### src/rtl/turn_sequencer.sv
// turn_sequencer
// Sequences one pass of the Day 1 input stage: pulses init, watches the
// header handshake, counts payload words in and out against the header
// count, drives the stage's stop input so exactly that many words are
// admitted, waits a fixed drain latency, then reports done.
// Purely an observer of the stage handshakes; never touches the data path.
//
// state  | meaning
// -------+---------------------------------------------------------------
// IDLE   | waiting for start, stop held high
// INIT   | one-cycle init pulse to the input stage
// HEADER | waiting for the header transfer (not counted)
// LOAD   | header count valid on the input; latch it, payload may start
// RUN    | counting payload in/out until the announced count is admitted
// FLUSH  | all words admitted; waiting for the remaining deliveries
// DRAIN  | fixed solver latency after the last delivered word
// DONE   | pass complete, counts and done held until start/abort
module turn_sequencer #(
  parameter int DRAIN_CYCLES = 4,
  parameter int W            = 16
) (
  input  logic         clk,
  input  logic         rst_n,
  input  logic         start_i,
  input  logic         abort_i,
  output logic         init_o,
  output logic         stop_o,
  input  logic         in_valid_i,
  input  logic         in_ready_i,
  input  logic         out_valid_i,
  input  logic         out_ready_i,
  input  logic [W-1:0] total_num_turns_i,
  output logic         busy_o,
  output logic         done_o,
  output logic         err_o,
  output logic [W-1:0] in_cnt_o,
  output logic [W-1:0] out_cnt_o
);

  // Drain timer is a down-counter loaded with DRAIN_CYCLES-1 on entry;
  // terminal count zero ends the drain.
  localparam int DW = (DRAIN_CYCLES > 1) ? $clog2(DRAIN_CYCLES) : 1;
  localparam logic [DW-1:0] DRAIN_LOAD = DW'(DRAIN_CYCLES - 1);

  typedef enum logic [2:0] {
    S_IDLE,
    S_INIT,
    S_HEADER,
    S_LOAD,
    S_RUN,
    S_FLUSH,
    S_DRAIN,
    S_DONE
  } state_t;

  state_t         state_q, state_d;
  logic [W-1:0]   total_q, total_d;
  logic [W-1:0]   in_cnt_q, in_cnt_d;
  logic [W-1:0]   out_cnt_q, out_cnt_d;
  logic           err_q, err_d;
  logic [DW-1:0]  drain_q, drain_d;

  logic           t_in, t_out;
  logic [W-1:0]   tot_eff;
  logic [W-1:0]   rem;
  logic           rem_zero, rem_one;
  logic           in_acc, out_acc;
  logic           in_last, out_last;

  // Handshake decode and count arithmetic shared by LOAD/RUN/FLUSH.
  always_comb begin
    t_in     = in_valid_i & in_ready_i;
    t_out    = out_valid_i & out_ready_i;
    // The header count only appears on the input during LOAD; afterwards
    // the latched copy is authoritative.
    tot_eff  = (state_q == S_LOAD) ? total_num_turns_i : total_q;
    rem      = tot_eff - in_cnt_q;
    rem_zero = (rem == '0);
    rem_one  = (rem == W'(1));
    // Words beyond the count are flagged as errors but never counted.
    in_acc   = t_in & ~rem_zero;
    // Deliveries stop counting once the count is reached, which keeps the
    // FLUSH exit reachable even if the stage misbehaves.
    out_acc  = t_out & (out_cnt_q != tot_eff);
    in_last  = ((in_cnt_q + W'(in_acc)) == tot_eff);
    out_last = (out_cnt_q == tot_eff) | ((out_cnt_q + W'(t_out)) == tot_eff);
  end

  // Next-state, counter updates and the combinational stage controls.
  always_comb begin
    state_d   = state_q;
    total_d   = total_q;
    in_cnt_d  = in_cnt_q;
    out_cnt_d = out_cnt_q;
    err_d     = err_q;
    drain_d   = drain_q;
    init_o    = 1'b0;
    stop_o    = 1'b1;

    case (state_q)
      S_IDLE, S_DONE: begin
        if (start_i) begin
          state_d   = S_INIT;
          in_cnt_d  = '0;
          out_cnt_d = '0;
          err_d     = 1'b0;
          drain_d   = '0;
        end
      end

      S_INIT: begin
        init_o  = 1'b1;
        stop_o  = 1'b0;
        state_d = S_HEADER;
      end

      S_HEADER: begin
        stop_o = 1'b0;
        if (t_in) begin
          state_d = S_LOAD;
        end
      end

      S_LOAD, S_RUN: begin
        if (state_q == S_LOAD) begin
          total_d = total_num_turns_i;
        end
        // Raising stop in the same cycle as the last admitted word makes
        // the stage drop ready on that very edge.
        stop_o = rem_zero | (rem_one & t_in);
        if (in_acc) begin
          in_cnt_d = in_cnt_q + W'(1);
        end
        if (t_in & rem_zero) begin
          err_d = 1'b1;
        end
        if (out_acc) begin
          out_cnt_d = out_cnt_q + W'(1);
        end
        state_d = in_last ? S_FLUSH : S_RUN;
      end

      S_FLUSH: begin
        if (t_in) begin
          err_d = 1'b1;
        end
        if (out_acc) begin
          out_cnt_d = out_cnt_q + W'(1);
        end
        if (out_last) begin
          state_d = S_DRAIN;
          drain_d = DRAIN_LOAD;
        end
      end

      S_DRAIN: begin
        if (t_in) begin
          err_d = 1'b1;
        end
        if (drain_q == '0) begin
          state_d = S_DONE;
        end else begin
          drain_d = drain_q - DW'(1);
        end
      end

      default: begin
        state_d = S_IDLE;
      end
    endcase

    // Abort wins over everything and freezes counters and the error flag
    // so the aborted pass can still be inspected.
    if (abort_i) begin
      state_d   = S_IDLE;
      total_d   = total_q;
      in_cnt_d  = in_cnt_q;
      out_cnt_d = out_cnt_q;
      err_d     = err_q;
      drain_d   = drain_q;
    end
  end

  // State and counter registers with synchronous active-low reset.
  always_ff @(posedge clk) begin
    if (!rst_n) begin
      state_q   <= S_IDLE;
      total_q   <= '0;
      in_cnt_q  <= '0;
      out_cnt_q <= '0;
      err_q     <= 1'b0;
      drain_q   <= '0;
    end else begin
      state_q   <= state_d;
      total_q   <= total_d;
      in_cnt_q  <= in_cnt_d;
      out_cnt_q <= out_cnt_d;
      err_q     <= err_d;
      drain_q   <= drain_d;
    end
  end

  // Status outputs decoded from the registered state.
  always_comb begin
    busy_o    = (state_q != S_IDLE) && (state_q != S_DONE);
    done_o    = (state_q == S_DONE);
    err_o     = err_q;
    in_cnt_o  = in_cnt_q;
    out_cnt_o = out_cnt_q;
  end

endmodule

### config.mk
export PLATFORM = sky130hd
export DESIGN_NAME = turn_sequencer
export DESIGN_NICKNAME = d
export VERILOG_FILES = /design/src/rtl/turn_sequencer.sv
export SDC_FILE = /design/constraint.sdc
export NUM_CORES = 1
export LEC_CHECK = 0
export CAP_MARGIN = 20
export CORE_MARGIN = 4
export CORE_UTILIZATION = 28
export DETAILED_ROUTE_END_ITERATION = 8
export GPL_ROUTABILITY_DRIVEN = 0
export PLACE_DENSITY = 0.46
export SLEW_MARGIN = 30
export SYNTH_ARGS = -nofsm -noshare
export SYNTH_HDL_FRONTEND = slang
export SYNTH_SLANG_ARGS = --single-unit
### constraint.sdc
create_clock -name clk -period 5.7 [get_ports clk]
set_input_delay 0.855 -clock clk [delete_from_list [all_inputs] [get_ports clk]]
set_output_delay 0.855 -clock clk [all_outputs]
set_load 0.005 [all_outputs]
==> summary.txt <==
Run status
  – Status: finished, final reports clean

Worst setup path
  – CP Class: in2out
  – Worst reg2reg setup slack: 0.50 ns
  – Critical Path End Type: primary output
  – R2r startpoint: state_q[2]$_SDFFE_PP0P_
  – Crit Path Max Fanout: 3
  – Startpoint types: input port
  – Reg2reg path depth: 24
  – CP Data Required Time: around 4.9 ns
  – Arrival time worst endpoint: between 4 and 5 ns
  – R2r endpoint: state_q[0]$_SDFFE_PP0P_

Clock tree
  – Clock-pin slew on the worst setup and hold paths: 0.07 ns
  – CTS tree: yes
  – Max clock buf depth: 2
  – Num CTS Buffers: 5
  – CTS Root Buffer Type: clkbuf_16
  – CTS sink count: between 50 and 60
  – Worst skew pair latency: 0.31 ns
  – H-tree depth: 2
  – Quantity of hold-fixing buffers added after cts: 0

Floorplanning
  – Rows: 48
  – Die area: around 20,000 um^2
  – Chip height: around 140 um
  – Die W: about 140 um
  – Core area: ~17,000 um^2
  – Ports: 61
  – Initial core utilization: between 20% and 30%

GRT
  – Vias in the first global route: a little over 5,000
  – GRT overflow: 0
  – Largest net degree at the start of global routing: 35
  – Total global-route track usage: 17.44%
  – Antenna violations before repair: 0
  – First-pass GRT wire length: 27,780 um

Placement
  – Hpwl dp: 13,650 um
  – Port bufs: 60

Synthesis
  – Area leader, netlist: dfxtp_1
  – Cell Area, Synth: 4956 um^2
  – Avg Inst Size Synth: around 7.4 um^2
  – Most common cell in the netlist: nand2_1
  – Syn_nets: 718
  – Yosys Warn Count: 0
  – Post-synth cell types: 71
  – Cells taking the most area after synthesis: dfxtp_1 22%, xnor2_1 7.1%, nand2_1 6.7%
  – Post-synth EDFFs: 0
  – Syn Inst Count: 671
  – Top post-synthesis cells by count: 89 x nand2_1, 54 x dfxtp_1, 47 x nor2_1
  – Flops & latches, synth: between 50 and 60
  – Synth top area share: 21.81%
  – Asr flop ratio synth: 0%
  – Seq/Total Area, Yosys: 21.81%
  – Main synth FF type: dfxtp_1

Timing
  – Fin crit period: 5.535 ns
  – Actual slew at the worst max-slew pin: 0.7436 ns
  – Share of the clock period used by the worst path: approximately 97%
  – Peak Freq: approximately 180 MHz
  – Slew headroom: 50.40%
  – Slew Limit Fails: 0
  – Clock skew: ~0.011 ns
  – Fin. Hold Viols: 0
  – Final setup viols: 0

Final layout
  – Number of diodes: 0
  – Area grow syn2layout: 23.45%
  – Filler cell count in the final layout: 1,836
  – Footprint of the multi-input gates: 3612 um^2
  – NumNets Final: roughly 790
  – Storage cell area: 1081 um^2
  – Fin util: 35.37%
  – Layout cells sized above 1: 8.796%

Worst hold path
  – WHS Endpoint: total_q[14]$_SDFFE_PN0P_
  – Hold path start: total_q[14]$_SDFFE_PN0P_
  – WHS Path Cells: 2
  – Worst min-delay path category: reg2reg

Run
  – Max_cap viols: 0

Pwr
  – Maximum VDD drop: 0.1139 mV
  – Leakage: 2.269 nW
  – Pwr/cell area: 137.1 nW/um^2
  – Design Power: 0.8386 mW

Detailed routing
  – WL/cell: approximately 18 um
  – Routed via count: 5,247
  – Pre-antenna DRT Iters: 5
  – Vias per inst: 5.443
  – Number of DRC markers in iteration 0: slightly above 500
  – Final WL: around 17,000 um
  – # DRC: 0
  – Post-route ant nets: 0
[area by class of cell]
type | count | area share [%]
clock buffers | 7 | 2.331
multi-input cells | 549 | 59.04
flip-flops and latches | 54 | 17.67
repair buffers | 94 | 14.19
clock inverters | 1 | 0.08180
inverters | 34 | 2.086
well taps | 225 | 4.601
[per-stage QoR]
| stage | cells | instance area, um^2 | setup slack (ns) | setup TNS [ns] | hold slack [ns] |
|---|---|---|---|---|---|
| floorplan | 671 | 4956 | 0.4687 | 0 | 0.4383 |
| global placement | 955 | 5938 | 0.1439 | 0 | 0.4486 |
| detailed placement | 955 | 5941 | 0.03377 | 0 | 0.4572 |
| CTS | 963 | 6088 | 0.03193 | 0 | 0.4690 |
| global route | 964 | 6118 | -0.002210 | -0.002210 | 0.4932 |
| finish | 964 | 6118 | 0.1652 | 0 | 0.4667 |
[sequential cells by signal (all words and copies together) (netlist names)]
signal	cells
out_cnt_o	16
in_cnt_o	16
state_q	3
err_o	1
total_q	16
drain_q	2
[where the power goes]
group	internal, mW	total, mW	leakage (nW)	switching, mW
Clock	0.175	0.327	0.0739	0.152
Combinational	0.0583	0.133	1.76	0.0750
Sequential	0.378	0.378	0.435	0.000584
[layer usage]
metal / global-route usage (%) / share of wire, % / up-vias / routed length (um)
li1: - / - / 2587 / -
met2: 26.34 / 43 / 154 / 7409
met1: 25.62 / 51 / 2493 / 8813
met4: 4.488 / 1.6 / 0 / 274
met5: 0 / 0 / - / 0
met3: 2.985 / 4.6 / 13 / 794
[worst max path at each step]
stage                                  from                 endpoint  cells past startpoint
floorplan           state_q[2]$_SDFFE_PP0P_  state_q[0]$_SDFFE_PP0P_                     25
global placement       total_num_turns_i[0]  state_q[0]$_SDFFE_PP0P_                     22
detailed placement     total_num_turns_i[0]                   stop_o                     15
CTS                    total_num_turns_i[0]                   stop_o                     15
global route           total_num_turns_i[0]                   stop_o                     15
finish                 total_num_turns_i[0]                   stop_o                     15
[repair_timing]
item | in CTS | in global routing
gates resized for setup | 0 | 5
setup buffers | 0 | 1
endpoints found under the hold margin | 0 | 0
setup endpoints to repair | 0 | 1
[cells by family after synthesis]
group                    count (synthesis)  synth area share, %
buffers and inverters                   68                5.806
flip-flops                              54                21.81
multiplexers                            22                5.301
AO/OA/AOI/OAI                          175                23.58
adder cells (fa/ha/maj)                 23                5.958
AND/OR/NAND/NOR                        279                28.40
XOR/XNOR                                50                9.139
[critical path: stages]
cell and delay [ns]:
clkdlybuf4s50_1 0.45, mux2i_2 0.20, ha_2 0.22, inv_1 0.06
fa_2 0.37, xor2_1 0.17, or4_1 0.42, nor4_1 0.28
nand4_1 0.19, nor4b_4 0.28, buf_4 0.17, nand3_1 0.10
o31ai_1 0.22, o211a_1 0.20, clkdlybuf4s50_1 0.50
[cell usage in the layout, fill, tap and decap left out, types with 9 or more instances in the layout]
cell type        count
nor4_1              15
nand2_1             89
o31ai_1             18
and3_1              10
o21ai_0             24
a21boi_0            16
buf_4               33
xnor2_1             40
nand3_1             28
and2_1               9
a21oi_1             41
dfxtp_1             54
inv_1               34
or3_1               11
ha_1                21
mux2i_1             13
nor3_1              12
clkdlybuf4s50_1     60
o211ai_1            12
nand4_1             14
nor2_1              46
No activity file was read; power rests on OpenSTA's default activity.
